===== config.mk =====
export PLATFORM = sky130hd
export DESIGN_NAME = alu_seq
export DESIGN_NICKNAME = d
export VERILOG_FILES = /design/src/rtl/alu_seq.sv
export SDC_FILE = /design/constraint.sdc
export NUM_CORES = 1
export LEC_CHECK = 0
export ABC_AREA = 1
export CORE_MARGIN = 1.5
export CORE_UTILIZATION = 46
export DETAILED_ROUTE_END_ITERATION = 8
export GPL_ROUTABILITY_DRIVEN = 0
export PLACE_DENSITY_LB_ADDON = 0.2
export SLEW_MARGIN = 30
export SYNTH_ARGS = -nofsm -noshare
export SYNTH_HDL_FRONTEND = slang
export SYNTH_SLANG_ARGS = --single-unit
export TNS_END_PERCENT = 20

===== constraint.sdc =====
create_clock -name clk -period 5.1 [get_ports clk]
set_input_delay 0.51 -clock clk [delete_from_list [all_inputs] [get_ports clk]]
set_output_delay 0.51 -clock clk [all_outputs]
set_load 0.005 [all_outputs]

===== src/rtl/alu_seq.sv =====
// Multi-cycle ALU with valid/ready handshakes on both sides.
// Shifts and rotates take one bit per cycle; MUL is shift-add.
module alu_seq #(
  parameter int WIDTH = 8
) (
  input  logic             clk,
  input  logic             reset,
  input  logic             in_valid,
  output logic             in_ready,
  input  logic [WIDTH-1:0] A,
  input  logic [WIDTH-1:0] B,
  input  logic [3:0]       opcode,
  output logic             out_valid,
  input  logic             out_ready,
  output logic [WIDTH-1:0] result,
  output logic             carry_flag,
  output logic             shift_flag,
  output logic             zero_flag,
  output logic             neg_flag
);

  localparam int SAW = $clog2(WIDTH);

  localparam logic [3:0] OP_ADD = 4'b0000;
  localparam logic [3:0] OP_SUB = 4'b0001;
  localparam logic [3:0] OP_AND = 4'b0010;
  localparam logic [3:0] OP_OR  = 4'b0011;
  localparam logic [3:0] OP_SHL = 4'b0100;
  localparam logic [3:0] OP_SHR = 4'b0101;
  localparam logic [3:0] OP_ADC = 4'b0110;
  localparam logic [3:0] OP_ROL = 4'b0111;
  localparam logic [3:0] OP_ROR = 4'b1000;
  localparam logic [3:0] OP_MUL = 4'b1001;
  localparam logic [3:0] OP_XOR = 4'b1010;

  localparam logic [SAW:0] CNT_ONE = 1;
  localparam logic [SAW:0] CNT_W   = (SAW+1)'(WIDTH);

  typedef enum logic [1:0] {
    S_IDLE,
    S_SHIFT,
    S_MUL,
    S_DONE
  } state_e;

  state_e             state_q, state_d;
  logic [3:0]         op_q, op_d;
  logic [SAW:0]       cnt_q, cnt_d;
  logic [2*WIDTH-1:0] acc_q, acc_d;
  logic [2*WIDTH-1:0] mcand_q, mcand_d;
  logic [WIDTH-1:0]   mplier_q, mplier_d;
  logic [WIDTH-1:0]   result_q, result_d;
  logic               carry_q, carry_d;
  logic               shift_q, shift_d;
  logic               zero_q, zero_d;
  logic               neg_q, neg_d;
  logic               carry_reg_q, carry_reg_d;

  logic [SAW-1:0]     amt;
  logic               is_shift;
  logic               fin;
  logic               res_ok;
  logic [WIDTH-1:0]   res_fin;
  logic               c_fin;
  logic               s_fin;
  logic [WIDTH-1:0]   step;
  logic               sout;
  logic [2*WIDTH-1:0] acc_n;

  assign amt = B[SAW-1:0];
  assign is_shift = (opcode == OP_SHL) || (opcode == OP_SHR) ||
                    (opcode == OP_ROL) || (opcode == OP_ROR);

  always_ff @(posedge clk) begin
    if (reset) begin
      state_q     <= S_IDLE;
      op_q        <= '0;
      cnt_q       <= '0;
      acc_q       <= '0;
      mcand_q     <= '0;
      mplier_q    <= '0;
      result_q    <= '0;
      carry_q     <= 1'b0;
      shift_q     <= 1'b0;
      zero_q      <= 1'b0;
      neg_q       <= 1'b0;
      carry_reg_q <= 1'b0;
    end else begin
      state_q     <= state_d;
      op_q        <= op_d;
      cnt_q       <= cnt_d;
      acc_q       <= acc_d;
      mcand_q     <= mcand_d;
      mplier_q    <= mplier_d;
      result_q    <= result_d;
      carry_q     <= carry_d;
      shift_q     <= shift_d;
      zero_q      <= zero_d;
      neg_q       <= neg_d;
      carry_reg_q <= carry_reg_d;
    end
  end

  always_comb begin
    state_d = state_q;
    unique case (state_q)
      S_IDLE: begin
        if (in_valid) begin
          if (is_shift && (amt != '0)) state_d = S_SHIFT;
          else if (opcode == OP_MUL)   state_d = S_MUL;
          else                         state_d = S_DONE;
        end
      end
      S_SHIFT: if (cnt_q == CNT_ONE) state_d = S_DONE;
      S_MUL:   if (cnt_q == CNT_ONE) state_d = S_DONE;
      S_DONE:  if (out_ready) state_d = S_IDLE;
      default: state_d = S_IDLE;
    endcase
  end

  always_comb begin
    in_ready  = (state_q == S_IDLE);
    out_valid = (state_q == S_DONE);
  end

  always_comb begin
    op_d        = op_q;
    cnt_d       = cnt_q;
    acc_d       = acc_q;
    mcand_d     = mcand_q;
    mplier_d    = mplier_q;
    result_d    = result_q;
    carry_d     = carry_q;
    shift_d     = shift_q;
    zero_d      = zero_q;
    neg_d       = neg_q;
    carry_reg_d = carry_reg_q;
    fin         = 1'b0;
    res_ok      = 1'b1;
    res_fin     = '0;
    c_fin       = 1'b0;
    s_fin       = 1'b0;
    step        = result_q;
    sout        = 1'b0;
    acc_n       = acc_q;
    unique case (state_q)
      S_IDLE: begin
        if (in_valid) begin
          op_d = opcode;
          fin  = 1'b1;
          case (opcode)
            OP_ADD: {c_fin, res_fin} = {1'b0, A} + {1'b0, B};
            OP_SUB: {c_fin, res_fin} = {1'b0, A} - {1'b0, B};
            OP_ADC: {c_fin, res_fin} = {1'b0, A} + {1'b0, B}
                                     + {{WIDTH{1'b0}}, carry_reg_q};
            OP_AND: res_fin = A & B;
            OP_OR:  res_fin = A | B;
            OP_XOR: res_fin = A ^ B;
            OP_SHL, OP_SHR, OP_ROL, OP_ROR: begin
              res_fin = A;
              if (amt != '0) begin
                fin      = 1'b0;
                result_d = A;
                cnt_d    = {1'b0, amt};
              end
            end
            OP_MUL: begin
              fin      = 1'b0;
              acc_d    = '0;
              mcand_d  = {{WIDTH{1'b0}}, A};
              mplier_d = B;
              cnt_d    = CNT_W;
            end
            default: res_ok = 1'b0;
          endcase
        end
      end
      S_SHIFT: begin
        case (op_q)
          OP_SHL: begin
            step = {result_q[WIDTH-2:0], 1'b0};
            sout = result_q[WIDTH-1];
          end
          OP_SHR: begin
            step = {1'b0, result_q[WIDTH-1:1]};
            sout = result_q[0];
          end
          OP_ROL: begin
            step = {result_q[WIDTH-2:0], result_q[WIDTH-1]};
            sout = result_q[WIDTH-1];
          end
          OP_ROR: begin
            step = {result_q[0], result_q[WIDTH-1:1]};
            sout = result_q[0];
          end
          default: step = result_q;
        endcase
        result_d = step;
        cnt_d    = cnt_q - CNT_ONE;
        if (cnt_q == CNT_ONE) begin
          fin     = 1'b1;
          res_fin = step;
          s_fin   = sout;
        end
      end
      S_MUL: begin
        acc_n    = acc_q + (mplier_q[0] ? mcand_q : '0);
        acc_d    = acc_n;
        mcand_d  = mcand_q << 1;
        mplier_d = mplier_q >> 1;
        cnt_d    = cnt_q - CNT_ONE;
        if (cnt_q == CNT_ONE) begin
          fin     = 1'b1;
          res_fin = acc_n[WIDTH-1:0];
          c_fin   = |acc_n[2*WIDTH-1:WIDTH];
        end
      end
      S_DONE: begin
        if (out_ready && ((op_q == OP_ADD) || (op_q == OP_SUB) ||
                          (op_q == OP_ADC)))
          carry_reg_d = carry_q;
      end
      default: ;
    endcase
    // NOP reports all flags low, including zero, despite its zero result
    if (fin) begin
      result_d = res_fin;
      carry_d  = c_fin;
      shift_d  = s_fin;
      zero_d   = res_ok && (res_fin == '0);
      neg_d    = res_fin[WIDTH-1];
    end
  end

  assign result     = result_q;
  assign carry_flag = carry_q;
  assign shift_flag = shift_q;
  assign zero_flag  = zero_q;
  assign neg_flag   = neg_q;

endmodule


==> results of run 1 <==
worst max path at each step:
stage	start	end	depth (start not counted)
4_1_cts	opcode[0]	acc_q[15]	12
3_3_place_gp	opcode[0]	acc_q[9]	12
3_5_place_dp	opcode[0]	acc_q[15]	12
6_report	opcode[0]	acc_q[15]	12
5_1_grt	opcode[0]	acc_q[15]	12
2_1_floorplan	A[0]	zero_flag	19
synth_stat cells (all sizes together):
| cell type | number | area share |
|---|---|---|
| a211oi | 4 | 0.0055 |
| a21o | 4 | 0.0055 |
| a21oi | 79 | 0.073 |
| a22oi | 3 | 0.0041 |
| a311oi | 1 | 0.0016 |
| a31oi | 18 | 0.021 |
| buf | 10 | 0.011 |
| clkbuf | 16 | 0.011 |
| clkinv | 1 | 0.00068 |
| dfxtp | 63 | 0.23 |
| fa | 3 | 0.011 |
| ha | 48 | 0.11 |
| inv | 117 | 0.080 |
| nand2 | 263 | 0.18 |
| nand3 | 65 | 0.059 |
| nand3b | 2 | 0.0027 |
| nand4 | 12 | 0.014 |
| nor2 | 77 | 0.059 |
| nor3 | 4 | 0.0036 |
| o2111ai | 6 | 0.0096 |
| o211ai | 4 | 0.0055 |
| o21ai | 66 | 0.061 |
| o21bai | 2 | 0.0027 |
| o221ai | 2 | 0.0032 |
| o22ai | 10 | 0.011 |
| o31ai | 3 | 0.0041 |
| or2 | 9 | 0.010 |
| xnor2 | 1 | 0.0016 |
| xor2 | 5 | 0.0080 |
metrics by stage:
step,cells,utilization
CTS,1070,0.544
detailed placement,1054,0.516
global route,1070,0.544
finish,1070,0.544
floorplan,898,-
global placement,1054,0.516
critical path, cell delays in order:
cell and delay, ns:
clkdlybuf4s50_1 0.65, nand2_1 0.14, nor2_1 0.14, inv_2 0.09, nor2_2 0.14, inv_1 0.07, nand2_2 0.48, inv_2 0.31
nor2_2 0.48, inv_2 0.10, or2_0 0.23, a21oi_1 0.12
placed cells by master (no fill, tap or decap), drive strengths merged, types with 12 or more instances in the layout:
master           n
nand2          263
inv            117
a21oi           79
nor2            77
o21ai           66
nand3           65
dfxtp           63
ha              48
clkdlybuf4s50   37
a31oi           18
nand4           12
state kept, by name, summed over array words and instances (netlist names):
name	flops
neg_flag	1
result	8
mplier_q	8
mcand_q	16
zero_flag	1
shift_flag	1
acc_q	16
state_q	2
carry_reg_q	1
carry_flag	1
cnt_q	4
op_q	4
cell type report:
class	instances	area share
Multi-Input combinational cell	691	0.585
Timing Repair Buffer	39	0.0615
Clock inverter	5	0.0128
Tap cell	143	0.0285
Clock buffer	11	0.0403
Sequential cell	63	0.201
Inverter	118	0.0706
per-layer routing:
layer,wire (um),GRT usage
met4,187,0.0751
met1,7810,0.393
met2,6560,0.384
met3,1450,0.0621
met5,0,0
power breakdown:
group	internal (mW)	total, mW	leakage [nW]	switching (mW)
Combinational	0.350	1.02	2.35	0.670
Sequential	0.599	0.700	0.513	0.101
Clock	0.453	0.678	0.158	0.225
Total	1.40	2.40	3.02	0.996
cells by family (layout without fill, tap and decap cells):
| family | count (synthesis) | count (layout) | share of synthesized area |
|---|---|---|---|
| buffers and inverters | 144 | 173 | 0.102 |
| XOR/XNOR | 6 | 6 | 0.00957 |
| flip-flops | 63 | 63 | 0.230 |
| AO/OA/AOI/OAI | 202 | 202 | 0.207 |
| adder cells (fa/ha/maj) | 51 | 51 | 0.120 |
| AND/OR/NAND/NOR | 432 | 432 | 0.331 |
==> run_results.csv, run 1 <==
group,metric,value,unit
sta,grt_setup_unrepaired,"no",
final_layout,layout.nets,997,
worst_setup_path,cp.arrival,3.47,ns
final_layout,drive_gt1_frac,0.0507,
sta,setup_viol,0,
yosys,synth_cell_types,41,
sta,max_slew.worst_pin.slew,0.708,ns
yosys,ys_ff_latch,63,
global_routing,grt_pass1_wl,26600,um
worst_setup_path,worstSetupEndpointType,"register",
floorplan,die_w,112,um
global_routing,grt_overflow_total,0,
route,dr.first_iter.drc_count,594,
clock_network,clock-sinks,63,
run,cap_violations,0,
global_routing,antenna_found_initial,0,
placement,dpl_worst_slack,1.55,ns
outcome,outcome,"completed",
placement,post_dp_cell_area,0.00594,mm^2
worst_setup_path,ff2ff_path_depth,11,
worst_setup_path,worstSetupPathType,"in2reg",
clock_network,clock_path_buffers,2,
floorplan,fp-row-count,39,
clock_network,cts_hold_buf,0,
floorplan,dieHeight,112,um
worst_setup_path,worst-path-max-fanout,44,
worst_setup_path,worstReg2RegStart,"state_q[0]",
worst_setup_path,cp-start-kind,"input port",
sta,final.setup_skew,0.00658,ns
global_routing,grt_pass1_vias,5305,
clock_network,cts_tree,"done",
placement,dp_hpwl,12300,um
route,wl_per_cell,15.0,um
worst_setup_path,r2r_setup_slack,2.01,ns
clock_network,clockRootBuffer,"clkbuf_16",
floorplan,die-area,0.0126,mm^2
route,vias,5835,
route,wl,16000,um
pwr,p_leak,3.02,nW
clock_network,clock_latency,0.33,ns
sta,max_slew_margin,0.527,
sta,finalCriticalPeriod,3.21,ns
min_path,hold_depth,2,
sta,finalCritPeriodShare,0.629,
floorplan,initial_core_util,0.477,
worst_setup_path,r2r-end,"acc_q[15]",
final_layout,fillCellCount,1165,
route,vias_per_cell,5.45,
min_path,hold_start,"mplier_q[7]",
yosys,syn-mean-instance-area,6.12,um^2
yosys,syn_area,0.00549,mm^2
min_path,hp-class,"reg2reg",
sta,drv_slew,0,
floorplan,num_io_pins,38,
yosys,synth_fp_nets,973,
sta,whs,0.469,ns
pwr,cellPowerDensity,382,mW/mm^2
yosys,yosysWarningCount,0,
sta,max_clock_freq,0.312,GHz
final_layout,syn2layout_area_growth,14.2,%
final_layout,fin_area,0.00627,mm^2
clock_network,path_clk_slew,0.05,ns
clock_network,ctsResizeCount,0,
yosys,ys_seq_area_frac,0.230,
route,postRouteAntennaNets,0,
final_layout,multi_input_area,0.00367,mm^2
route,drc,0,
placement,port_buffers,37,
final_layout,antenna_cells,0,
global_routing,grt_use_total,0.266,
clock_network,cts-htree-levels,3,
clock_network,numCtsBuffers,9,
route,dr.pass1.iters,8,
final_layout,area.sequential,0.00126,mm^2
clock_network,post-cts-setup-buffer-count,0,
sta,setup_ws,1.89,ns
yosys,synth_cells,898,
sta,final_hold_viol_count,0,
global_routing,grt_start_max_net_pins,45,
pwr,peakVddDrop,0.000258,V
floorplan,core_area,0.0115,mm^2
worst_setup_path,cp_data_required_time,5.37,ns
pwr,total_power,2.40,mW
min_path,hold_path_end,"mplier_q[7]",
sta,setup_tns,0,ns
Power figures use the tool's default switching activity.
==> inputs of run 2 (changes only) <==
- clock period: 5.1 -> 3 ns (I/O delays scaled with it)
==> run_results.csv, run 2 (synthesized netlist as in run 1, its figures left out) <==
group,metric,value,unit
sta,drv_slew,0,
sta,max_slew.worst_pin.slew,0.585,ns
sta,finalCriticalPeriod,2.76,ns
sta,max_clock_freq,0.362,GHz
clock_network,cts_tree,"done",
route,vias_per_cell,5.46,
worst_setup_path,endpoint,"zero_flag",
global_routing,grt_use_total,0.263,
run,cap_violations,0,
min_path,hp-class,"in2reg",
worst_setup_path,cp_cell_sequence,"nand2_1 > inv_1 > ha_1 > fa_1 > nand3_1 > nand2_1 > nand2_1 > nand2_1 > o21ai_0 > nand2_1 > nand2_1 > nand2_1 > nor2_1 > nand2_1 > nand2_1 > nand2_1 > a21oi_2",
worst_setup_path,worstSetupStartpoint,"mplier_q[0]",
sta,setup_viol,0,
sta,max_slew_margin,0.610,
final_layout,top_regs,"acc_q: 16 flops, mcand_q: 16 flops",
final_layout,antenna_cells,0,
route,drc,1,
worst_setup_path,cp_data_required_time,3.27,ns
worst_setup_path,cp_slowest_cell,"dfxtp_1",
floorplan,dieHeight,112,um
pwr,cellPowerDensity,614,mW/mm^2
sta,final_hold_viol_count,0,
route,wl_per_cell,14.9,um
sta,whs,0.346,ns
floorplan,num_io_pins,38,
global_routing,grt_pass1_wl,26400,um
placement,dpl_worst_slack,-0.0471,ns
placement,port_buffers,37,
worst_setup_path,r2r_setup_slack,0.24,ns
worst_setup_path,worstReg2RegStart,"mplier_q[0]",
pwr,swShare,0.433,
worst_setup_path,cp_slowest_stage_delay,0.48,ns
clock_network,cts-htree-levels,3,
placement,post_dp_cell_area,0.00616,mm^2
route,wl,16400,um
floorplan,die_w,112,um
worst_setup_path,worstSetupPathType,"reg2reg",
clock_network,path_clk_slew,0.06,ns
sta,finalCritPeriodShare,0.920,
sta,final.setup_skew,0.00872,ns
floorplan,core_area,0.0115,mm^2
pwr,p_int,2.25,mW
floorplan,initial_core_util,0.477,
placement,dp_hpwl,12600,um
route,vias,6009,
worst_setup_path,cp.arrival,3.03,ns
worst_setup_path,r2r-end,"zero_flag",
route,dr.first_iter.drc_count,498,
clock_network,cts_hold_buf,0,
pwr,p_switching,1.71,mW
global_routing,grt_start_max_net_pins,44,
clock_network,clock_latency,0.34,ns
outcome,outcome,"finished with violations",
worst_setup_path,worst-path-max-fanout,17,
floorplan,fp-row-count,39,
worst_setup_path,cp-start-kind,"register",
final_layout,fin_area,0.00645,mm^2
route,postRouteAntennaNets,0,
final_layout,layout.nets,1027,
clock_network,clockRootBuffer,"clkbuf_16",
clock_network,numCtsBuffers,9,
route,dr.pass1.iters,9,
outcome,violations,"design-rule violations",
pwr,pwr-share-clk,0.250,
worst_setup_path,worstSetupEndpointType,"register",
global_routing,grt_overflow_total,0,
floorplan,die-area,0.0126,mm^2
final_layout,syn2layout_area_growth,17.5,%
worst_setup_path,ff2ff_path_depth,17,
sta,setup_ws,0.241,ns
sta,grt_setup_unrepaired,"no",
global_routing,antenna_found_initial,0,
pwr,power_frac_seq,0.300,
pwr,p_leak,3.16,nW
global_routing,grt_pass1_vias,5339,
final_layout,layout_common_cells,"nand2_1, inv_1, a21oi_1, nor2_1, nand3_1",
worst_setup_path,cp_common_cell,"nand2_1",
final_layout,layout_commonest_cell,"nand2_1",
clock_network,clock_path_buffers,2,
pwr,combPwrFrac,0.450,
final_layout,drive_gt1_frac,0.0825,
clock_network,clock-sinks,63,
pwr,peakVddDrop,0.000275,V
[run 2: cell types whose count changed in the layout (fill, tap and decap cells not counted), moves of 2 or more]
cell,delta
buf_4,+30
bufinv_16,-2
clkdlybuf4s50_1,-2
clkinv_4,+2
dlymetal6s2s_1,+2
[run 2: how the worst min path moves through the flow]
stage | from | end | slack [ns] | cells past startpoint
2_1_floorplan | carry_reg_q | carry_reg_q | 0.43 | 2
3_3_place_gp | mcand_q[15] | mcand_q[15] | 0.45 | 2
3_5_place_dp | mcand_q[15] | mcand_q[15] | 0.46 | 2
4_1_cts | mcand_q[15] | mcand_q[15] | 0.47 | 2
5_1_grt | A[0] | mcand_q[0] | 0.38 | 3
6_report | A[0] | mcand_q[0] | 0.35 | 3
[run 2: final cells by class]
| type | count | area [um^2] |
|---|---|---|
| Clock buffer | 10 | 239 |
| Clock inverter | 6 | 43.8 |
| Fill cell | 1148 | 5060 |
| Inverter | 118 | 443 |
| Multi-Input combinational cell | 691 | 3670 |
| Sequential cell | 63 | 1260 |
| Tap cell | 143 | 179 |
| Timing Repair Buffer | 69 | 616 |
[run 2: critical path: cells and delay by family, from the launching register on]
kind                     cells  cell delay, ns
adder cells (fa/ha/maj)      2            0.64
AND/OR/NAND/NOR             12            1.01
buffers and inverters        1            0.05
flip-flops                   1            0.48
AO/OA/AOI/OAI                2            0.50
[run 2: stage by stage]
step / TNS, ns / total power [mW] / std cells / utilization
3_5_place_dp: -0.0608 / 2.94 / 1084 / 0.535
3_3_place_gp: -0.00316 / 2.93 / 1084 / 0.535
6_report: 0 / 3.96 / 1100 / 0.561
2_1_floorplan: 0 / 2.35 / 898 / -
5_1_grt: 0 / 4.25 / 1100 / 0.561
4_1_cts: 0 / 3.94 / 1100 / 0.560
[run 2: power by group through the flow]
| stage | Sequential, mW | Clock [mW] | Combinational (mW) |
|---|---|---|---|
| final | 1.19 | 0.990 | 1.78 |
| after global routing | 1.22 | 1.04 | 1.99 |
| after CTS | 1.18 | 1.01 | 1.76 |
| after detailed placement | 1.20 | 0 | 1.74 |
| after global placement | 1.20 | 0 | 1.73 |
| after floorplan | 1.15 | 0 | 1.20 |
[run 2: per-layer routing]
layer,track usage,wire [um],vias up
li1,-,-,3080
met1,0.383,7920,2682
met2,0.387,6790,221
met3,0.0551,1340,26
met4,0.0878,323,0
met5,0,0,-
[run 2: timing repair]
action	CTS	global route
buffers inserted	0	0
endpoints found under the setup margin	0	2
resized for setup	0	4
